**src/rtl/mdl_bdsio_endpoint.sv**
```systemverilog
// ---------------------------------------------------------------------------
// mdl_bdsio_endpoint
// Device end of the 005297 serial bubble data link. It holds one page in a
// register-array buffer. It sources that page MSB first on o_BDI for a page
// read, and it packs the i_BDO stream back into the buffer for a page write.
// All bit activity is paced by the active-low bit-tick enable i_CLK2M_PCEN_n.
//
// Optional build macro: MDL_BDSIO_CRC_EN
//   defined   : a CRC-16-CCITT (0x1021, MSB first, preset FFFF) runs over every
//               transferred bit and is presented on o_CRC.
//   undefined : o_CRC is tied to 16'h0000 and no CRC logic is built.
//
// Ports
//   i_MCLK          master clock
//   i_RST           synchronous active-high reset
//   i_CLK2M_PCEN_n  bit-tick enable, active low
//   i_RD_START      start page read (buffer -> o_BDI), sampled in IDLE
//   i_WR_START      start page write (i_BDO -> buffer), sampled in IDLE
//   i_ABORT         terminate the current transfer (no o_DONE)
//   o_BDI           serial read data, MSB first, 0 outside READ
//   i_BDO           serial write data, MSB first
//   o_BUSY          transfer in progress
//   o_DONE          one-MCLK pulse after the final tick of a full page
//   i_HOST_WE       buffer write strobe, honoured only in IDLE
//   i_HOST_ADDR     buffer byte address
//   i_HOST_D        buffer write data
//   o_HOST_Q        buffer read data, combinational from i_HOST_ADDR
//   o_CRC           running/final CRC, or 0 when the CRC is not built
//
// Handshake: a start strobe is accepted on any MCLK edge while IDLE, with
// read winning over write. Once busy, one bit moves per MCLK edge that sees
// i_CLK2M_PCEN_n low. i_ABORT outranks a coincident tick and any start.
// ---------------------------------------------------------------------------
module mdl_bdsio_endpoint #(
  parameter int PAGE_BYTES = 64,
  parameter int AW         = 6
) (
  input  logic          i_MCLK,
  input  logic          i_RST,
  input  logic          i_CLK2M_PCEN_n,
  input  logic          i_RD_START,
  input  logic          i_WR_START,
  input  logic          i_ABORT,
  output logic          o_BDI,
  input  logic          i_BDO,
  output logic          o_BUSY,
  output logic          o_DONE,
  input  logic          i_HOST_WE,
  input  logic [AW-1:0] i_HOST_ADDR,
  input  logic [7:0]    i_HOST_D,
  output logic [7:0]    o_HOST_Q,
  output logic [15:0]   o_CRC
);

  localparam logic [1:0] ST_IDLE  = 2'd0;
  localparam logic [1:0] ST_READ  = 2'd1;
  localparam logic [1:0] ST_WRITE = 2'd2;

  localparam logic [AW-1:0] LAST_BYTE = AW'(PAGE_BYTES - 1);

  logic [1:0]    r_state;
  logic [7:0]    r_sr;
  logic [2:0]    r_bitcnt;
  logic [AW-1:0] r_bytecnt;
  logic          r_done;
  logic [7:0]    r_buf [PAGE_BYTES];

  logic          w_tick;
  logic          w_busy;
  logic          w_bit_tick;
  logic          w_byte_end;
  logic          w_last_byte;
  logic [AW-1:0] w_next_byte;
  logic [7:0]    w_wr_byte;
  logic          w_buf_we;
  logic [AW-1:0] w_buf_waddr;
  logic [7:0]    w_buf_wdata;

  assign w_tick      = ~i_CLK2M_PCEN_n;
  assign w_busy      = (r_state != ST_IDLE);
  // A bit is consumed only on a tick that is not overridden by an abort.
  assign w_bit_tick  = w_busy & w_tick & ~i_ABORT;
  assign w_byte_end  = (r_bitcnt == 3'd7);
  assign w_last_byte = (r_bytecnt == LAST_BYTE);
  assign w_next_byte = r_bytecnt + AW'(1);
  assign w_wr_byte   = {r_sr[6:0], i_BDO};

  assign o_BUSY   = w_busy;
  assign o_DONE   = r_done;
  assign o_BDI    = (r_state == ST_READ) & r_sr[7];
  assign o_HOST_Q = r_buf[i_HOST_ADDR];

  // Single buffer write port: the host owns it in IDLE, the serial sink owns
  // it at each completed byte of a WRITE. The two can never coincide.
  always_comb begin
    w_buf_we    = 1'b0;
    w_buf_waddr = i_HOST_ADDR;
    w_buf_wdata = i_HOST_D;
    if (r_state == ST_IDLE) begin
      w_buf_we = i_HOST_WE;
    end else if ((r_state == ST_WRITE) && w_bit_tick && w_byte_end) begin
      w_buf_we    = 1'b1;
      w_buf_waddr = r_bytecnt;
      w_buf_wdata = w_wr_byte;
    end
  end

  // Buffer contents survive reset on purpose.
  always_ff @(posedge i_MCLK) begin
    if (w_buf_we) begin
      r_buf[w_buf_waddr] <= w_buf_wdata;
    end
  end

  always_ff @(posedge i_MCLK) begin
    if (i_RST) begin
      r_state   <= ST_IDLE;
      r_sr      <= 8'h00;
      r_bitcnt  <= 3'd0;
      r_bytecnt <= '0;
      r_done    <= 1'b0;
    end else begin
      r_done <= 1'b0;
      case (r_state)
        ST_IDLE: begin
          if (i_RD_START) begin
            r_sr      <= r_buf[0];
            r_bitcnt  <= 3'd0;
            r_bytecnt <= '0;
            r_state   <= ST_READ;
          end else if (i_WR_START) begin
            r_sr      <= 8'h00;
            r_bitcnt  <= 3'd0;
            r_bytecnt <= '0;
            r_state   <= ST_WRITE;
          end
        end
        ST_READ: begin
          if (i_ABORT) begin
            r_state   <= ST_IDLE;
            r_sr      <= 8'h00;
            r_bitcnt  <= 3'd0;
            r_bytecnt <= '0;
          end else if (w_tick) begin
            if (!w_byte_end) begin
              r_sr     <= {r_sr[6:0], 1'b0};
              r_bitcnt <= r_bitcnt + 3'd1;
            end else if (!w_last_byte) begin
              r_sr      <= r_buf[w_next_byte];
              r_bytecnt <= w_next_byte;
              r_bitcnt  <= 3'd0;
            end else begin
              r_state   <= ST_IDLE;
              r_done    <= 1'b1;
              r_bitcnt  <= 3'd0;
              r_bytecnt <= '0;
            end
          end
        end
        ST_WRITE: begin
          if (i_ABORT) begin
            // Partial byte in r_sr is dropped; the buffer is not touched.
            r_state   <= ST_IDLE;
            r_sr      <= 8'h00;
            r_bitcnt  <= 3'd0;
            r_bytecnt <= '0;
          end else if (w_tick) begin
            r_sr     <= w_wr_byte;
            r_bitcnt <= r_bitcnt + 3'd1;  // wraps 7 -> 0 at byte end
            if (w_byte_end) begin
              if (w_last_byte) begin
                r_state   <= ST_IDLE;
                r_done    <= 1'b1;
                r_bytecnt <= '0;
              end else begin
                r_bytecnt <= w_next_byte;
              end
            end
          end
        end
        default: r_state <= ST_IDLE;
      endcase
    end
  end

`ifdef MDL_BDSIO_CRC_EN
  logic        w_serial_bit;
  logic        w_crc_fb;
  logic [15:0] w_crc_next;
  logic [15:0] r_crc;

  // The bit on the wire this tick: the pre-shift o_BDI when reading, i_BDO
  // when writing.
  assign w_serial_bit = (r_state == ST_READ) ? r_sr[7] : i_BDO;
  assign w_crc_fb     = r_crc[15] ^ w_serial_bit;
  assign w_crc_next   = {r_crc[14:0], 1'b0} ^ (w_crc_fb ? 16'h1021 : 16'h0000);

  // Holds after DONE/ABORT until the next accepted start re-presets it.
  always_ff @(posedge i_MCLK) begin
    if (i_RST) begin
      r_crc <= 16'hFFFF;
    end else if ((r_state == ST_IDLE) && (i_RD_START || i_WR_START)) begin
      r_crc <= 16'hFFFF;
    end else if (w_bit_tick) begin
      r_crc <= w_crc_next;
    end
  end

  assign o_CRC = r_crc;
`else
  assign o_CRC = 16'h0000;
`endif

endmodule

```
**config.mk**
```make
export PLATFORM = sky130hd
export DESIGN_NAME = mdl_bdsio_endpoint
export DESIGN_NICKNAME = d
export VERILOG_FILES = /design/src/rtl/mdl_bdsio_endpoint.sv
export SDC_FILE = /design/constraint.sdc
export NUM_CORES = 1
export LEC_CHECK = 0
export ABC_CLOCK_PERIOD_IN_PS = 2950
export CORE_MARGIN = 10
export CORE_UTILIZATION = 57
export DETAILED_ROUTE_END_ITERATION = 7
export GPL_TIMING_DRIVEN = 0
export HOLD_SLACK_MARGIN = 0.12
export PLACE_DENSITY_LB_ADDON = 0.12
export SYNTH_ARGS = -nofsm -noshare
export SYNTH_HDL_FRONTEND = slang
export SYNTH_SLANG_ARGS = --single-unit
```
**constraint.sdc**
```tcl
create_clock -name i_MCLK -period 2.95 [get_ports i_MCLK]
set_input_delay 0.295 -clock i_MCLK [delete_from_list [all_inputs] [get_ports i_MCLK]]
set_output_delay 0.295 -clock i_MCLK [all_outputs]
set_load 0.05 [all_outputs]
```
==> results.cfg, run 1 <==
[run_status]
status = complete, but fails checks
violations = setup timing

[route]
firstDrtPassIters = 5
num_vias = 15900
vias_per_cell = 7.18
wl_per_cell_um = 36.6
ant_nets = 0
drt_iter0_drc = 2397
drc = 0
wl_um = 81100

[setup_path]
arrival_ps = 2970
cp.required_ps = 2650
r2r_cells = 10
critPathCaptureType = output pin
crit-reg2reg-launch = r_bytecnt[0]
crit_fanout = 10
worstSetupPathType = input port to output pin
worstReg2RegEnd = r_sr[7]
critPathLaunchType = input port
reg2reg_slack_ps = 30

[die]
core-area_um2 = 44300
start_util = 0.577
die-area_um2 = 53700
io_pins = 49
rows = 77
die_h_um = 232
die_w_um = 232

[sta]
fin_crit_ps = 3260
finalHoldViolCount = 0
setup_viol = 8
worstMarginPinSlew_ps = 950
fin_skew_ps = 37.7
relSlewSlack = 0.367
rsz0062_at_grt = yes
final_max_slew_viol_count = 0
worst_slack_ps = -312
fin_crit_sh = 1.11
timing.fmax_mhz = 307

[clock_tree]
cts.sinks = 532
htree_levels = 2
clk_pin_slew_worst_paths_ps = 60
clock_latency_ps = 630
cts_tree = built
postCtsHoldBufs = 0
root_buffer = clkbuf_16
clockBufferDepth = 3
cts_buffers = 54

[grt]
grt_start_max_net_pins = 45
antenna_found_initial = 2
grt_remaining_overflow = 0
grt_pass1_vias = 15700
track_usage = 0.304
grt_pass1_wl_um = 116000

[synthesis]
syn_inst = 1406
ys_top_cells_by_area = edfxtp_1, mux4_2, nand2_1, dfxtp_1, nor2_1
yosys_register_bits = 532
synth_edf_count = 512
synth_area_um2 = 25600
yosysTopAreaCell = edfxtp_1
synth.most_common_cell = edfxtp_1
yosysWarnings = 0
avgSynthCellArea_um2 = 18.2
ys_async_sr_fraction = 0
synth_flop_cell = edfxtp_1
yosys-top-cells-count = edfxtp_1, mux4_2, nand2_1
yosysSeqAreaShare = 0.617
synth_top_area_frac = 0.602
synth_cell_types = 53

[power]
cellPowerDensity_nw_per_um2 = 550
p_leak_nw = 9.61
peakVddDrop_uv = 571

[placed_design]
post_dp_cell_area_um2 = 26800
io_buffers = 27
gp_congestion = 0.999
dp_hpwl_um = 58000
place_ws_ps = -1630

[finish]
fillers = 2840
area_growth_pct = 20.3
drive_gt1_frac = 0.428
final_area_um2 = 30700
final_nets = 1607
final_util = 0.694

[worst_hold_path]
hp-start = r_bitcnt[1]
hold_depth = 2
hold_class = register to register
holdPathEnd = r_bitcnt[1]

[job]
cap_violations = 0
cell type report:
class                      count  area [um2]  share of cell area
sequential                   532       15800               0.513
clock inverter                37         270             0.00879
inverter                      12        45.0             0.00147
antenna                        1        2.50           0.0000814
timing repair buffer         105        1490              0.0486
multi-input combinational    761       10200               0.331
clock buffer                  62        1380              0.0449
buffer                       112         858              0.0279
tap                          592         741              0.0241
metrics by stage:
| stage | power [mW] | hold slack (ps) | instances | TNS (ps) |
|---|---|---|---|---|
| 2_1_floorplan | 9.70 | 436 | 1421 | 0 |
| 3_3_place_gp | 10.3 | 447 | 2040 | -1286720 |
| 3_5_place_dp | 10.3 | 460 | 2049 | -711720 |
| 4_1_cts | 16.9 | 411 | 2198 | -1570 |
| 5_1_grt | 17.3 | 427 | 2213 | -1830 |
| 6_report | 16.9 | 465 | 2214 | -2020 |
cells in the final DEF, fill, tap and decap left out, drive strengths merged, types with 8 or more instances in the layout:
cell	synthesis	routed
a211o	8	8
a22oi	9	9
o21ai	9	9
nor3	27	27
edfxtp	512	512
nand2	119	119
nor2	93	93
clkbuf	36	95
a31oi	15	15
clkinv	0	28
dfxtp	20	20
inv	12	12
buf	80	162
mux2i	16	16
nand2b	12	12
clkdlybuf4s50	0	19
mux4	303	303
a21oi	61	61
conb	1	16
kinds of logic after synthesis:
kind of cell    Yosys count  synth area share
simple gates            290            0.0497
xor+xnor                  4           0.00137
buf+inv                 128            0.0245
flops                   532             0.617
other cells               1          0.000147
mux                     319             0.273
fa+ha+maj                 7           0.00343
compound gates          125            0.0302
critical path, stage by stage:
cell	delay, ps
buf_2	250
buf_4	310
clkbuf_4	350
mux4_2	400
mux4_2	550
mux4_2	580
buf_8	200
how the worst max path moves through the flow:
stage                   start            to  cells past startpoint  slack, ps
6_report       i_HOST_ADDR[1]   o_HOST_Q[3]                      7       -310
5_1_grt          r_buf[58][3]   o_HOST_Q[3]                      4       -280
4_1_cts          r_buf[56][3]   o_HOST_Q[3]                      4       -240
3_5_place_dp   i_HOST_ADDR[1]   o_HOST_Q[5]                      7      -1630
3_3_place_gp   i_CLK2M_PCEN_n  r_buf[29][2]                      6      -1790
2_1_floorplan  i_HOST_ADDR[1]   o_HOST_Q[0]                      6         80
flip-flops by register name (all words and copies together) (netlist names):
register,count
r_buf,512
r_sr,8
r_bytecnt,6
r_bitcnt,3
r_state,2
o_DONE,1
layer usage:
metal / GRT usage / vias up / share of wire
li1: - / 6206 / -
met1: 0.416 / 8315 / 0.36
met2: 0.453 / 1144 / 0.46
met3: 0.0832 / 227 / 0.13
met4: 0.142 / 2 / 0.056
met5: 0 / - / 0.00016
timing repair:
item | 4_1_cts | 5_1_grt
pin swaps | 45 | 14
gates resized for setup | 365 | 38
setup endpoints to repair | 1040 | 606
setup buffers | 54 | 15
report_power, final:
| group | internal (mW) | switching, mW | leakage, nW |
|---|---|---|---|
| Clock | 3.61 | 2.90 | 0.800 |
| Sequential | 8.32 | 0.0263 | 4.77 |
| Combinational | 0.836 | 1.23 | 4.05 |
| Total | 12.8 | 4.15 | 9.61 |
Note: power is estimated with default switching activity, not from simulation.
==> inputs of run 2 (changes only) <==
- CTS_BUF_LIST: not set -> sky130_fd_sc_hd__clkbuf_16
==> run 2 against run 1 <==
  * The run still ends with setup timing left
  * Largest cell class unchanged
  * Sequential share of layout area unchanged
  * Maximum frequency rose by 0.46%
  * Combinational power about the same
==> results.cfg, run 2 (synthesis gave the netlist of run 1 again) <==
[route]
drc = 0
wl_um = 81100
num_vias = 15900
wl_per_cell_um = 36.6
firstDrtPassIters = 5
drt_iter0_drc = 2400
vias_per_cell = 7.19
ant_nets = 0

[sta]
final_max_slew_viol_count = 0
rsz0062_at_grt = yes
worstMarginPinSlew_ps = 953
finalHoldViolCount = 0
fin_crit_sh = 1.10
setup_viol = 8
worst_slack_ps = -297
tns_ps = -1930
fin_crit_ps = 3250
timing.fmax_mhz = 308
relSlewSlack = 0.364
fin_skew_ps = 36.5

[placed_design]
place_ws_ps = -1630
dp_hpwl_um = 58000
gp_congestion = 0.999
io_buffers = 27
post_dp_cell_area_um2 = 26800

[setup_path]
crit-reg2reg-launch = r_bytecnt[0]
worstReg2RegEnd = r_sr[7]
reg2reg_slack_ps = 30
crit_top_cell = mux4_2
worstSetupPathType = input port to output pin
slowest_stage = mux4_2
arrival_ps = 2950
critPathLaunchType = input port
max_stage_delay_ps = 580
critPathCaptureType = output pin
crit_fanout = 10
r2r_cells = 10
path_buf_inv = 4
crit_chain = buf_2 -> buf_4 -> clkbuf_4 -> mux4_2 -> mux4_2 -> mux4_2 -> buf_8
crit_family = multiplexers
cp.required_ps = 2650

[finish]
final_nets = 1607
drive_gt1_frac = 0.428
layout_commonest_cell = edfxtp_1
regArea_um2 = 15800
fillers = 2840
final_area_um2 = 30700
multiInputGateArea_um2 = 10200
largestRegisters = r_buf x512, r_sr x8, r_bytecnt x6
layout_common_cells = edfxtp_1, mux4_2, nand2_1
final_util = 0.694
area_growth_pct = 20.3
largest_reg_flops = 512
top_register = r_buf

[die]
die_w_um = 232
core-area_um2 = 44300
die-area_um2 = 53700
start_util = 0.577
rows = 77
die_h_um = 232
io_pins = 49

[clock_tree]
cts_buffers = 54
clk_pin_slew_worst_paths_ps = 60
postCtsHoldBufs = 0
clock_latency_ps = 630
cts.sinks = 532
root_buffer = clkbuf_16
htree_levels = 2
cts_tree = built
clockBufferDepth = 3

[grt]
grt_start_max_net_pins = 45
grt_pass1_wl_um = 116000
track_usage = 0.304
grt_remaining_overflow = 0
grt_pass1_vias = 15700
antenna_found_initial = 2

[worst_hold_path]
hp-start = i_RST
hold_depth = 3
hold_class = input port to register
holdPathEnd = r_sr[7]

[run_status]
status = complete, but fails checks
violations = setup timing

[power]
cellPowerDensity_nw_per_um2 = 550
peakVddDrop_uv = 571
p_leak_nw = 9.65
power_mw = 16.9

[job]
cap_violations = 0
run 2: cell count changes in the layout (fill, tap and decap cells not counted):
cell      delta
clkbuf_1     -8
inv_1        +8
run 2: report_power, final:
part,switching (mW),internal (mW)
logic,1.22,0.836
clock network,2.91,3.58
registers,0.0261,8.32
total,4.16,12.7
run 2: worst register-to-register path, stage by stage, from the launching register on:
cell and delay [ps]:
dfxtp_1 340, ha_2 420, buf_6 220, buf_6 250, buf_6 250, buf_4 310
mux4_2 360, nand2_1 90, a21oi_1 100, nor3_1 340, a31oi_1 130
run 2: what timing repair did:
action / 4_1_cts / 5_1_grt
setup endpoints to repair: 1040 / 606
resized for setup: 365 / 38
pin swaps: 45 / 14
buffers inserted: 54 / 15
run 2: worst max-delay path by stage:
stage                         startpoint           end  cells past startpoint
after floorplan           i_HOST_ADDR[1]   o_HOST_Q[0]                      6
after global placement    i_CLK2M_PCEN_n  r_buf[29][2]                      6
after detailed placement  i_HOST_ADDR[1]   o_HOST_Q[5]                      7
after CTS                   r_buf[56][3]   o_HOST_Q[3]                      4
after global routing        r_buf[15][3]   o_HOST_Q[3]                      4
final                     i_HOST_ADDR[1]   o_HOST_Q[3]                      7
run 2: final cells by class:
cell class | count | area share
antenna | 1 | 0.0000814
buffer | 112 | 0.0279
clock buffer | 54 | 0.0440
clock inverter | 45 | 0.00977
inverter | 12 | 0.00147
multi-input combinational | 761 | 0.331
sequential | 532 | 0.513
tap | 592 | 0.0241
timing repair buffer | 105 | 0.0486
run 2: layer usage:
| metal | vias up | share of wire | track usage |
|---|---|---|---|
| li1 | 6211 | - | - |
| met1 | 8262 | 0.36 | 0.416 |
| met2 | 1225 | 0.46 | 0.453 |
| met3 | 227 | 0.13 | 0.0832 |
| met4 | 2 | 0.056 | 0.142 |
| met5 | - | 0.00016 | 0 |
run 2: metrics by stage:
stage	hold WS [ps]	instances
2_1_floorplan	436	1421
3_3_place_gp	447	2040
3_5_place_dp	460	2049
4_1_cts	411	2198
5_1_grt	427	2213
6_report	456	2214
==> inputs of run 3 (changes only) <==
- SETUP_SLACK_MARGIN: not set -> 0.05
==> run 3 against run 2 <==
  * The run still ends with setup timing left
  * First-iteration DRC count decreased by 5.4%
  * Global-route usage about the same
  * Clock skew down 2.9 ps
  * Combinational power hardly changed
  * Routed wire length fell by 0.76%
  * Non-clock buffer count decreased by 7
  * Count of clock-buffer cells in the layout unchanged
  * Highest routed layer unchanged
  * Die area is the same
==> results.cfg, run 3 (synthesis gave the netlist of run 1 again) <==
[sta]
setup_viol = 8
fin_crit_ps = 3250
tns_ps = -1960
fin_skew_ps = 33.5
timing.fmax_mhz = 308
worst_slack_ps = -301
worstMarginPinSlew_ps = 923
final_max_slew_viol_count = 0
finalHoldViolCount = 0
fin_crit_sh = 1.10
relSlewSlack = 0.384
rsz0062_at_grt = yes

[die]
core-area_um2 = 44300
die-area_um2 = 53700
io_pins = 49
die_h_um = 232
die_w_um = 232
rows = 77
start_util = 0.577

[setup_path]
critPathCaptureType = output pin
crit_fanout = 10
crit-reg2reg-launch = r_bytecnt[0]
worstSetupPathType = input port to output pin
reg2reg_slack_ps = 70
worstReg2RegEnd = r_sr[2]
arrival_ps = 2960
r2r_cells = 8
cp.required_ps = 2650
critPathLaunchType = input port

[finish]
layout_commonest_cell = edfxtp_1
regArea_um2 = 15800
final_area_um2 = 30600
top_register = r_buf
layout_common_cells = edfxtp_1, mux4_2, nand2_1
largest_reg_flops = 512
final_nets = 1600
area_growth_pct = 19.9
fillers = 2856
drive_gt1_frac = 0.428
largestRegisters = r_buf x512, r_sr x8, r_bytecnt x6
antennaDiodeCount = 0
multiInputGateArea_um2 = 10200

[grt]
grt_pass1_wl_um = 116000
track_usage = 0.304
grt_pass1_vias = 15600
antenna_found_initial = 2
grt_remaining_overflow = 0
grt_start_max_net_pins = 45

[clock_tree]
htree_levels = 2
clock_latency_ps = 630
clockBufferDepth = 3
postCtsHoldBufs = 0
cts.sinks = 532
root_buffer = clkbuf_16
cts_tree = built
clk_pin_slew_worst_paths_ps = 60
cts_buffers = 54

[route]
vias_per_cell = 7.15
num_vias = 15800
drt_iter0_drc = 2270
ant_nets = 0
drc = 0
wl_per_cell_um = 36.5
firstDrtPassIters = 7
wl_um = 80500

[placed_design]
place_ws_ps = -1630
gp_congestion = 0.999
io_buffers = 27
post_dp_cell_area_um2 = 26800
dp_hpwl_um = 58000

[run_status]
status = complete, but fails checks
violations = setup timing

[worst_hold_path]
hold_class = input port to register
hp-start = i_RST
holdPathEnd = r_sr[7]
hold_depth = 3

[power]
cellPowerDensity_nw_per_um2 = 551
p_leak_nw = 9.60
peakVddDrop_uv = 568

[job]
cap_violations = 0
-- run 3: routing by layer --
| layer | up-vias | wire [um] | track usage |
|---|---|---|---|
| met3 | 200 | 10000 | 0.0839 |
| met2 | 1206 | 37000 | 0.456 |
| met5 | - | 24 | 0 |
| li1 | 6195 | - | - |
| met1 | 8178 | 29400 | 0.416 |
| met4 | 4 | 4060 | 0.133 |
-- run 3: worst max path at each step --
stage               slack, ps      startpoint           end
floorplan                  80  i_HOST_ADDR[1]   o_HOST_Q[0]
global placement        -1790  i_CLK2M_PCEN_n  r_buf[29][2]
detailed placement      -1630  i_HOST_ADDR[1]   o_HOST_Q[5]
CTS                      -240    r_buf[56][3]   o_HOST_Q[3]
global route             -280    r_buf[15][3]   o_HOST_Q[3]
finish                   -300  i_HOST_ADDR[1]   o_HOST_Q[3]
-- run 3: report_power, final --
group / internal, mW / switching (mW)
sequential: 8.32 / 0.0265
clock: 3.58 / 2.90
combinational: 0.845 / 1.23
-- run 3: worst max-delay path, cell delays in order --
cell	delay [ps]
buf_2	250
buf_4	310
clkbuf_4	360
mux4_2	400
mux4_2	550
mux4_2	580
buf_8	200
-- run 3: layout make-up --
class,count,area share
clock inverter,45,0.00980
inverter,12,0.00147
clock buffer,54,0.0441
tap,592,0.0242
timing repair buffer,97,0.0439
buffer,113,0.0291
sequential,532,0.515
multi-input combinational,761,0.333
-- run 3: repair_timing --
item / CTS / global route
gates cloned: 0 / 0
setup buffers: 54 / 7
pin swaps: 43 / 7
gates resized for setup: 377 / 39
endpoints found under the setup margin: 1040 / 651
-- run 3: stage by stage --
stage | hold slack (ps) | power, mW | std cells | utilization
finish | 459 | 16.9 | 2206 | 0.691
global placement | 447 | 10.3 | 2040 | 0.601
CTS | 411 | 16.9 | 2199 | 0.687
floorplan | 436 | 9.70 | 1421 | -
detailed placement | 460 | 10.3 | 2049 | 0.605
global route | 427 | 17.3 | 2206 | 0.691
